File: config.mk
export PLATFORM = sky130hd
export DESIGN_NAME = arcfour_stream_flat
export DESIGN_NICKNAME = d
export VERILOG_FILES = /design/src/rtl/arcfour_pkg.sv /design/src/rtl/arcfour_stream_if.sv /design/src/rtl/arcfour_swap.sv /design/src/rtl/arcfour_stream.sv /design/src/flat_wrapper.sv
export SDC_FILE = /design/constraint.sdc
export NUM_CORES = 1
export LEC_CHECK = 0
export ABC_AREA = 1
export CORE_MARGIN = 1
export CORE_UTILIZATION = 45
export CTS_CLUSTER_DIAMETER = 200
export DETAILED_ROUTE_END_ITERATION = 8
export GPL_ROUTABILITY_DRIVEN = 0
export GPL_TIMING_DRIVEN = 0
export PLACE_DENSITY = 0.63
export SYNTH_ARGS = -nofsm -noshare
export SYNTH_HDL_FRONTEND = slang
export SYNTH_HIERARCHICAL = 1
export SYNTH_SLANG_ARGS = --single-unit
File: constraint.sdc
create_clock -name clk -period 12.43 [get_ports clk]
set_clock_uncertainty 0.2 [all_clocks]
set_input_delay 3.729 -clock clk [delete_from_list [all_inputs] [get_ports clk]]
set_output_delay 3.729 -clock clk [all_outputs]
set_load 0.03 [all_outputs]
File: src/rtl/arcfour_pkg.sv
// rtl/arcfour_pkg.sv - shared constants and state encoding for the RC4 keystream engine
package arcfour_pkg;

    localparam int SBOX_SIZE = 256;
    localparam int BYTE_W    = 8;

    typedef logic [3:0] arcfour_state_t;

    localparam arcfour_state_t ST_IDLE    = 4'd0;
    localparam arcfour_state_t ST_INIT    = 4'd1;
    localparam arcfour_state_t ST_KSA_RI  = 4'd2;
    localparam arcfour_state_t ST_KSA_RJ  = 4'd3;
    localparam arcfour_state_t ST_KSA_CJ  = 4'd4;
    localparam arcfour_state_t ST_KSA_WI  = 4'd5;
    localparam arcfour_state_t ST_KSA_WJ  = 4'd6;
    localparam arcfour_state_t ST_PRGA_RI = 4'd7;
    localparam arcfour_state_t ST_PRGA_RJ = 4'd8;
    localparam arcfour_state_t ST_PRGA_CJ = 4'd9;
    localparam arcfour_state_t ST_PRGA_WI = 4'd10;
    localparam arcfour_state_t ST_PRGA_WJ = 4'd11;
    localparam arcfour_state_t ST_PRGA_RK = 4'd12;
    localparam arcfour_state_t ST_PRGA_CK = 4'd13;
    localparam arcfour_state_t ST_OUT     = 4'd14;
    localparam arcfour_state_t ST_DONE    = 4'd15;

endpackage

File: src/rtl/arcfour_stream_if.sv
// rtl/arcfour_stream_if.sv - keystream byte stream towards the XOR/decrypt stage
interface arcfour_stream_if;
    import arcfour_pkg::*;

    logic [BYTE_W-1:0] ks_data;
    logic              ks_valid;
    logic              ks_ready;

    modport master (output ks_data, output ks_valid, input ks_ready);
    modport slave  (input ks_data, input ks_valid, output ks_ready);

endinterface

File: src/rtl/arcfour_swap.sv
// rtl/arcfour_swap.sv - read-read-write-write S[i]/S[j] swap sequencer shared by KSA and PRGA
module arcfour_swap
    import arcfour_pkg::*;
(
    input  logic              clk,
    input  logic              reset,
    input  logic              go,
    input  logic [BYTE_W-1:0] i,
    input  logic [BYTE_W-1:0] j_in,
    input  logic [BYTE_W-1:0] add,
    input  logic [BYTE_W-1:0] ram_out,
    output logic [BYTE_W-1:0] address,
    output logic [BYTE_W-1:0] ram_in,
    output logic              write_enable,
    output logic [BYTE_W-1:0] si,
    output logic [BYTE_W-1:0] sj,
    output logic [BYTE_W-1:0] j_out,
    output logic              swap_done
);

    localparam logic [2:0] PH_RI = 3'd0;
    localparam logic [2:0] PH_RJ = 3'd1;
    localparam logic [2:0] PH_CJ = 3'd2;
    localparam logic [2:0] PH_WI = 3'd3;
    localparam logic [2:0] PH_WJ = 3'd4;

    logic [2:0]        phase;
    logic [BYTE_W-1:0] j_sum;

    // ram_out holds S[i] during RJ, so the new j is formed straight from it
    assign j_sum = j_in + ram_out + add;

    // Phase sequencing and capture of S[i], S[j] and the new j
    always_ff @(posedge clk or negedge reset) begin
        if (!reset) begin
            phase <= PH_RI;
            si    <= '0;
            sj    <= '0;
            j_out <= '0;
        end else begin
            case (phase)
                PH_RI: if (go) phase <= PH_RJ;
                PH_RJ: begin
                    si    <= ram_out;
                    j_out <= j_sum;
                    phase <= PH_CJ;
                end
                PH_CJ: begin
                    sj    <= ram_out;
                    phase <= PH_WI;
                end
                PH_WI:   phase <= PH_WJ;
                default: phase <= PH_RI;
            endcase
        end
    end

    // RAM port drive for each phase
    always_comb begin
        address      = '0;
        ram_in       = '0;
        write_enable = 1'b0;
        swap_done    = 1'b0;
        case (phase)
            PH_RI: if (go) address = i;
            PH_RJ: address = j_sum;
            PH_CJ: address = j_out;
            PH_WI: begin
                address      = i;
                ram_in       = sj;
                write_enable = 1'b1;
            end
            PH_WJ: begin
                address      = j_out;
                ram_in       = si;
                write_enable = 1'b1;
                swap_done    = 1'b1;
            end
            default: ;
        endcase
    end

endmodule

File: src/rtl/arcfour_stream.sv
// rtl/arcfour_stream.sv - parametrised RC4 keystream engine driving an external S-box RAM
module arcfour_stream
    import arcfour_pkg::*;
#(
    parameter int KEY_BYTES = 3,
    parameter int MSG_LEN   = 32,
    parameter int DROP_N    = 0
) (
    input  logic                   clk,
    input  logic                   reset,
    input  logic [8*KEY_BYTES-1:0] key,
    input  logic                   start_sig,
    input  logic [BYTE_W-1:0]      ram_out,
    output logic [BYTE_W-1:0]      address,
    output logic [BYTE_W-1:0]      ram_in,
    output logic                   write_enable,
    output logic                   busy,
    output logic                   arcfour_finished,
    arcfour_stream_if.master       ks
);

    localparam logic [4:0]        KIDX_LAST = 5'(KEY_BYTES - 1);
    localparam logic [11:0]       DROP_LIM  = 12'(DROP_N);
    localparam logic [15:0]       EMIT_LAST = 16'(MSG_LEN - 1);
    localparam logic [BYTE_W-1:0] I_LAST    = BYTE_W'(SBOX_SIZE - 1);

    arcfour_state_t    state;
    logic [BYTE_W-1:0] i, j, k;
    logic [4:0]        kidx;
    logic [11:0]       drop_cnt;
    logic [15:0]       emit_cnt;

    logic [BYTE_W-1:0] key_byte;
    logic              in_ksa, in_swap, sw_go, sw_we, sw_done;
    logic [BYTE_W-1:0] sw_i, sw_add, sw_address, sw_ram_in, sw_si, sw_sj, sw_j_out;

    assign in_ksa  = state inside {ST_KSA_RI, ST_KSA_RJ, ST_KSA_CJ, ST_KSA_WI, ST_KSA_WJ};
    assign in_swap = in_ksa || (state inside {ST_PRGA_RI, ST_PRGA_RJ, ST_PRGA_CJ, ST_PRGA_WI, ST_PRGA_WJ});
    assign sw_go   = (state == ST_KSA_RI) || (state == ST_PRGA_RI);
    // PRGA reads S[i+1] in the same cycle that i advances
    assign sw_i    = (state == ST_PRGA_RI) ? i + 8'd1 : i;
    assign sw_add  = in_ksa ? key_byte : '0;

    // Key byte selection by rolling index; byte 0 sits in the MSBs
    always_comb begin
        key_byte = '0;
        for (int n = 0; n < KEY_BYTES; n++) begin
            if (kidx == 5'(n)) key_byte = key[8*(KEY_BYTES-1-n) +: 8];
        end
    end

    arcfour_swap u_swap (
        .clk          (clk),
        .reset        (reset),
        .go           (sw_go),
        .i            (sw_i),
        .j_in         (j),
        .add          (sw_add),
        .ram_out      (ram_out),
        .address      (sw_address),
        .ram_in       (sw_ram_in),
        .write_enable (sw_we),
        .si           (sw_si),
        .sj           (sw_sj),
        .j_out        (sw_j_out),
        .swap_done    (sw_done)
    );

    // Main control FSM with run counters
    always_ff @(posedge clk or negedge reset) begin
        if (!reset) begin
            state    <= ST_IDLE;
            i        <= '0;
            j        <= '0;
            k        <= '0;
            kidx     <= '0;
            drop_cnt <= '0;
            emit_cnt <= '0;
        end else begin
            case (state)
                ST_IDLE: if (start_sig) begin
                    state    <= ST_INIT;
                    i        <= '0;
                    j        <= '0;
                    kidx     <= '0;
                    drop_cnt <= '0;
                    emit_cnt <= '0;
                end
                ST_INIT: begin
                    i <= i + 8'd1;
                    if (i == I_LAST) state <= ST_KSA_RI;
                end
                ST_KSA_RI: state <= ST_KSA_RJ;
                ST_KSA_RJ: state <= ST_KSA_CJ;
                ST_KSA_CJ: state <= ST_KSA_WI;
                ST_KSA_WI: state <= ST_KSA_WJ;
                ST_KSA_WJ: if (sw_done) begin
                    j    <= sw_j_out;
                    i    <= i + 8'd1;
                    kidx <= (kidx == KIDX_LAST) ? '0 : kidx + 5'd1;
                    if (i == I_LAST) begin
                        state <= ST_PRGA_RI;
                        j     <= '0;
                    end else begin
                        state <= ST_KSA_RI;
                    end
                end
                ST_PRGA_RI: begin
                    i     <= i + 8'd1;
                    state <= ST_PRGA_RJ;
                end
                ST_PRGA_RJ: state <= ST_PRGA_CJ;
                ST_PRGA_CJ: state <= ST_PRGA_WI;
                ST_PRGA_WI: state <= ST_PRGA_WJ;
                ST_PRGA_WJ: if (sw_done) begin
                    j     <= sw_j_out;
                    state <= ST_PRGA_RK;
                end
                ST_PRGA_RK: state <= ST_PRGA_CK;
                ST_PRGA_CK: begin
                    k <= ram_out;
                    if (drop_cnt != DROP_LIM) begin
                        drop_cnt <= drop_cnt + 12'd1;
                        state    <= ST_PRGA_RI;
                    end else begin
                        state <= ST_OUT;
                    end
                end
                ST_OUT: if (ks.ks_ready) begin
                    emit_cnt <= emit_cnt + 16'd1;
                    state    <= (emit_cnt == EMIT_LAST) ? ST_DONE : ST_PRGA_RI;
                end
                ST_DONE: if (!start_sig) state <= ST_IDLE;
                default: state <= ST_IDLE;
            endcase
        end
    end

    // RAM port mux; the K address is held through OUT so backpressure is quiet
    always_comb begin
        address      = '0;
        ram_in       = '0;
        write_enable = 1'b0;
        case (state)
            ST_INIT: begin
                address      = i;
                ram_in       = i;
                write_enable = 1'b1;
            end
            ST_PRGA_RK, ST_PRGA_CK, ST_OUT: address = sw_si + sw_sj;
            default: if (in_swap) begin
                address      = sw_address;
                ram_in       = sw_ram_in;
                write_enable = sw_we;
            end
        endcase
    end

    assign ks.ks_valid       = (state == ST_OUT);
    assign ks.ks_data        = (state == ST_OUT) ? k : '0;
    assign busy              = (state != ST_IDLE) && (state != ST_DONE);
    assign arcfour_finished  = (state == ST_DONE);

endmodule

File: src/flat_wrapper.sv
// flat-port wrapper written by rule: the top's interface ports become plain ports
module arcfour_stream_flat import arcfour_pkg::*;
#(
    parameter int KEY_BYTES = 3,
    parameter int MSG_LEN   = 32,
    parameter int DROP_N    = 0
)
  (clk, reset, key, start_sig, ram_out, address, ram_in, write_enable, busy, arcfour_finished, ks_ks_data, ks_ks_valid, ks_ks_ready);
  arcfour_stream_if ks_i ();
  input  logic clk;
  input  logic reset;
  input  logic [8*KEY_BYTES-1:0] key;
  input  logic start_sig;
  input  logic [BYTE_W-1:0] ram_out;
  output logic [BYTE_W-1:0] address;
  output logic [BYTE_W-1:0] ram_in;
  output logic write_enable;
  output logic busy;
  output logic arcfour_finished;
  output wire logic [$bits(ks_i.ks_data)-1:0] ks_ks_data;
  output wire logic [$bits(ks_i.ks_valid)-1:0] ks_ks_valid;
  input wire logic [$bits(ks_i.ks_ready)-1:0] ks_ks_ready;
  assign ks_ks_data = ks_i.ks_data;
  assign ks_ks_valid = ks_i.ks_valid;
  assign ks_i.ks_ready = ks_ks_ready;
  arcfour_stream #(.KEY_BYTES(KEY_BYTES), .MSG_LEN(MSG_LEN), .DROP_N(DROP_N)) u_core (.clk(clk), .reset(reset), .key(key), .start_sig(start_sig), .ram_out(ram_out), .address(address), .ram_in(ram_in), .write_enable(write_enable), .busy(busy), .arcfour_finished(arcfour_finished), .ks(ks_i));
endmodule
# --- Yosys cells after proc, flatten, opt, wreduce, memory -nomap -nowiden ---
# Index checks and enable logic that the tools add are counted.
word_totals:
  output_inout_bits: 28
  in_bits: 36
  elab_cells: 121
  reg_bits: 88
op_classes:
  n_reduce_logical: 25
  eq_ne: 32
  add_sub_neg: 7
  n_mux: 46
op_table:
  columns: ["operator", "n"]
  rows:
  - ["$mux W8", 14]
  - ["$pmux W4 S16", 1]
  - ["$pmux W8 S2", 3]
  - ["$pmux W8 S3", 2]
  - ["$eq A4 B4 Y1 const B", 8]
  - ["$mux W16", 2]
  - ["$mux W4", 8]
  - ["$pmux W16 S2", 1]
  - ["$pmux W8 S4", 1]
  - ["$add A8 B8 Y8", 3]
  - ["$mux W12", 2]
  - ["$pmux W12 S2", 1]
  - ["$add A16 B1 Y16 const B", 1]
  - ["$eq A16 B5 Y1 const B", 1]
  - ["$eq A4 B3 Y1 const B", 4]
  - ["$mux W5", 3]
  - ["$add A12 B1 Y12 const B", 1]
  - ["$ne A2 B1 Y1 const B", 6]
  - ["$pmux W3 S4", 1]
  - ["$reduce_and A3 Y1", 4]
  - ["$reduce_bool A12 Y1", 1]
  - ["$pmux W5 S2", 1]
  - ["$reduce_bool A5 Y1", 2]
  - ["$add A8 B1 Y8 const B", 1]
  - ["26 further kinds", 38]

# --- Depth between registers and ports, before layout ---
depth:
  word_depth: 9
  mapped_depth: 19
  depth_no_buf: 19

# --- Cells and area by module ---
# The synthesis kept the hierarchy.
by_module_without_submodules:
  columns: ["mod", "cells_per_inst", "area_per_inst_um2", "seq_area_each_um2", "instances"]
  rows:
  - ["arcfour_stream", 737, 4664.5, 1526.5, 1]
  - ["arcfour_swap", 230, 1752.9, 675.6, 1]

# --- Worst setup path before layout ---
# OpenSTA, ideal clock, no wires.
synth_path:
  path_type: "input port to output port"
  start: "input port key[1]"
  end: "output port address[5]"
  setup_slack_ns: 2.644
  required_ns: 8.501
  n_path_buf: 0
  cell_stages: 14
  arrival_ns: 5.857
  path_cell_list: "o21ai_0 a31oi_1 inv_1 fa_1 inv_1 ha_1 fa_1 inv_1 nor2_1 nor3_1 nand3b_1 nand2_1 a21oi_1 nand2_1"
synth_via:
  elab_chain_cells: 6
synth_rtl:
  columns: ["element", "line", "text"]
  rows:
  - ["start: declaration", "flat_wrapper.sv:12", "input logic [8*KEY_BYTES-1:0] key;"]
  - ["$mux W8", "arcfour_stream.sv:48", "if (kidx == 5'(n)) key_byte = key[8*(KEY_BYTES-1-n) +: 8];"]
  - ["$mux W8", "arcfour_stream.sv:42", "assign sw_add = in_ksa ? key_byte : '0;"]
  - ["named net u_core.sw_add[1]", "arcfour_stream.sv:35", "logic [BYTE_W-1:0] sw_i, sw_add, sw_address, sw_ram_in, sw_si, sw_sj, sw_j_out;"]
  - ["$add A8 B8 Y8", "arcfour_swap.sv:31", "assign j_sum = j_in + ram_out + add;"]
  - ["$pmux W8 S4", "arcfour_swap.sv:64", "case (phase)"]
  - ["named net u_core.sw_address[5]", "arcfour_stream.sv:35", null]
  - ["$mux W8", "arcfour_stream.sv:151", "default: if (in_swap) begin"]
  - ["$pmux W8 S2", "arcfour_stream.sv:144", "case (state)"]
  - ["end: declaration", "flat_wrapper.sv:15", "output logic [BYTE_W-1:0] address;"]
# The timed path passes the listed nets, and every way through them passes these cells.

# --- Worst setup path in the final report ---
layout_path:
  start: "input port key[9]"
  end: "output port address[5]"
layout_via:
  elab_chain_cells: 7
layout_rtl:
  columns: ["element", "line"]
  rows:
  - ["$mux W8 (2 in a row)", "arcfour_stream.sv:48"]
  - ["$mux W8", "arcfour_stream.sv:42"]
  - ["named net u_core.sw_add[1]", "arcfour_stream.sv:35"]
  - ["$add A8 B8 Y8", "arcfour_swap.sv:31"]
  - ["$pmux W8 S4", "arcfour_swap.sv:64"]
  - ["named net u_core.sw_address[5]", "arcfour_stream.sv:35"]
  - ["$mux W8", "arcfour_stream.sv:151"]
  - ["$pmux W8 S2", "arcfour_stream.sv:144"]
# The timed path passes the listed nets, and every way through them passes these cells.

==> key figures <==
STA
  • Final hold viol count: 0
  • Tmin final: 11,090 ps
  • Unrepaired setup endpoints after global routing: false
  • Tcrit/Tclk final: 89.2%
  • Final Setup Violations: 0
  • Final Max Slew Viols: 0
  • Max-slew headroom: 57.1%
  • Worst Tran Pin Value: 641 ps
  • FMAX: 0.0902 GHz
  • Setup TNS: 0 ps

Final layout
  • Final net count: 1,108
  • Filler cells: 1,418
  • Ant. Diodes: 0
  • Share of cells above drive strength 1: 5.74%
  • Syn-to-layout area delta: 18.5%

GRT
  • Number of global-route vias before repair: 5,455
  • First-pass GRT wire length: 27.5 mm
  • Largest net degree at the start of global routing: 46
  • All-Layer GR Usage: 24.0%
  • Remaining global-route overflow: 0
  • Initial antenna violation count: 0

Clock network
  • Clk sinks: 88
  • CTS Buffer Depth: 2
  • Root Driver: clkbuf_16
  • Hold buffer count at CTS: 0
  • Post-CTS Setup Bufs: 0
  • Worst skew pair latency: between 300 and 400 ps
  • CTS tree: yes
  • # H-tree levels: 3
  • Clock Pin Slew Worst Setup and Hold Paths: 60 ps
  • CTS buffer count: 9
  • CTS resizes: 0

Placed design
  • I/O Buffers: 63
  • Dpl hpwl: 12.8 mm

Logic synthesis
  • Number of synthesized register bits: ~90
  • Synth Cell Area: 6420 sq um
  • Post-synth cell types: 38
  • Gate Count Post-Synth: 967
  • Avg Inst Size Synth: 6.64 sq um
  • Dominant cells by area after synthesis: dfrtp_1 (34%), nand2_1 (22%), inv_1 (7.0%), nand3_1 (6.3%), o21ai_0 (4.4%)
  • Cell accounting for the most synthesized area: dfrtp_1
  • YS warnings: 6
  • Synth top area share: 34.3%
  • Sequential fraction of the synthesis area: 34.3%
  • Net Count, Synth: ~1,000

Worst setup path
  • CP Class: in2out
  • Setup crit end kind: primary output
  • Setup crit start kind: primary input
  • Peak per-stage delay on the critical path: 590 ps
  • Slowest cell on crit path: clkdlybuf4s50_1
  • CP top delay family: buffers and inverters
  • Max FO, Critical Path: 4
  • Crit path cell chain: clkdlybuf4s50_1, nand2_1, a31oi_1, inv_1, fa_1, inv_1, ha_1, fa_1, inv_1, nor2_1, nor3_1, nand3b_1, nand2_1, a21oi_1, nand2_1, clkdlybuf4s50_1
  • Data required, critical path: between 8000 and 9000 ps
  • Arrival @ worst endpoint: roughly 7200 ps
  • Buf/Inv on CP: 5

Outcome
  • Status: completed

Detailed routing
  • DRT iter0 DRCs: 412
  • Routed Antenna Nets: 0
  • Final WL: 16.7 mm
  • Routed WL per cell: 13.6 um
  • Number of vias per cell: 5.08
  • Via count: around 6,200
  • Detailed Routing Iterations Pass 1: 6
  • # DRC: 0

Floorplan
  • Core Footprint: ~14,000 sq um
  • Rows: 43
  • Total Die Area: between 10,000 and 15,000 sq um
  • Initial Util: between 40% and 50%
  • Die X: around 120 um
  • Io pins: 64
  • Die height: roughly 120 um

Power and ir drop
  • PnR Total Power: 1.67 mW
  • Max VDD drop: between 0.00007 and 0.00008 V
  • Cell Pwr Density: approximately 220 nW/um^2
  • Leakage: 3.87 nW

Hold path
  • Worst Hold Class: reg2reg

Job
  • Max Cap Viol: 0
-- per-layer routing --
layer / vias up / track usage, % / part of all wire [%]
met5: - / 0 / 0
met4: 0 / 6.10 / 1.1
met3: 13 / 3.99 / 4.9
met2: 171 / 35.4 / 43
met1: 2816 / 36.0 / 51
li1: 3234 / - / -
-- kinds of logic after synthesis --
group           share of synthesized area (%)
simple gates                             37.2
buf+inv                                  9.36
compound gates                           10.6
flops                                    34.3
fa+ha+maj                                6.90
xor+xnor                                 1.64
-- cells in the mapped netlist (all sizes together) --
cell type    n
a21o         2
a21oi       16
a22o         8
a31o         1
a31oi        8
buf         15
clkbuf       7
dfrtp       88
fa           9
ha          21
inv        127
nand2      373
nand3       82
nand3b       5
nand4       16
nor2        76
nor3        12
o211ai       9
o21ai       69
o21bai       3
o22ai        1
o31ai        1
or2          6
xnor2        1
xor2        11
-- worst reg2reg max path: cells and delay by family (launching register included) --
| family | cells | cell delay [ps] |
|---|---|---|
| simple gates | 8 | 1440 |
| fa+ha+maj | 3 | 1160 |
| flops | 1 | 430 |
| buf+inv | 3 | 220 |
| compound gates | 1 | 180 |
-- state kept, by name, summed over array words and instances (netlist names) --
name                 flops
u_core/i                 8
u_core/emit_cnt         16
u_core/u_swap/j_out      8
u_core/u_swap/si         8
u_core/drop_cnt         12
u_core/kidx              5
u_core/state             4
u_core/u_swap/sj         8
u_core/k                 8
u_core/j                 8
u_core/u_swap/phase      3
-- layout by cell type (no fill, tap or decap), types with 2 or more instances in the layout --
cell type | synthesis | final
o21ai_0 | 56 | 56
o21ai_1 | 12 | 12
clkbuf_16 | 0 | 9
buf_4 | 4 | 5
inv_1 | 119 | 119
a22o_1 | 8 | 8
nand4_1 | 16 | 16
nand2_1 | 369 | 369
o21bai_1 | 3 | 3
fa_1 | 9 | 9
inv_2 | 8 | 8
buf_6 | 2 | 2
nor2_1 | 70 | 70
nor3_1 | 10 | 10
clkinvlp_4 | 0 | 2
clkbuf_1 | 7 | 7
or2_2 | 4 | 4
o211ai_1 | 9 | 9
buf_2 | 9 | 9
clkbuf_8 | 0 | 2
nand3b_1 | 5 | 5
a21oi_1 | 15 | 15
xor2_1 | 11 | 11
a31oi_1 | 8 | 8
a21o_1 | 2 | 2
ha_1 | 21 | 21
or2_1 | 2 | 2
dfrtp_1 | 88 | 88
nor3_2 | 2 | 2
nand2_2 | 3 | 3
nand3_1 | 81 | 81
clkdlybuf4s50_1 | 0 | 62
nor2_4 | 2 | 2
nor2_2 | 4 | 4
-- per-stage QoR --
stage               instances  instance area [sq um]  hold WS, ps  utilization, %  setup WS (ps)
detailed placement       1211                   7300          270            52.6           1410
floorplan                 967                   6420          249               -           2640
finish                   1226                   7600          285            54.8           1340
global placement         1210                   7270          264            52.4           1410
CTS                      1226                   7600          284            54.8           1400
global route             1226                   7600          309            54.8           1180
-- power by group --
group	switching [mW]	internal (mW)	total [mW]	leakage, nW
registers	0.0704	0.370	0.441	1.15
clock network	0.116	0.166	0.282	0.144
logic	0.608	0.337	0.945	2.58
-- final cells by class --
| cell class | count | area, sq um | share of cell area [%] |
|---|---|---|---|
| multi-input cells | 730 | 3610 | 47.5 |
| plain buffers | 22 | 124 | 1.63 |
| clock inverters | 4 | 53.8 | 0.707 |
| flip-flops and latches | 88 | 2200 | 29.0 |
| clock buffers | 11 | 253 | 3.32 |
| inverters | 127 | 477 | 6.27 |
| well taps | 180 | 225 | 2.96 |
| repair buffers | 64 | 656 | 8.62 |
-- path summary, 6_finish.rpt --
check / start / end / slack (ps) / depth (start not counted)
max in group asynchronous: reset / u_core/drop_cnt[5] / 8190 / 2
min in group asynchronous: reset / u_core/u_swap/si[7] / 3190 / 1
hold / removal: u_core/j[1] / u_core/j[1] / 280 / 2
hold reg to reg: u_core/j[1] / u_core/j[1] / 280 / 2
setup / recovery: key[9] / address[5] / 1340 / 16
setup reg to reg: u_core/kidx[2] / u_core/u_swap/j_out[5] / 8680 / 15
Power figures use the tool's default switching activity.
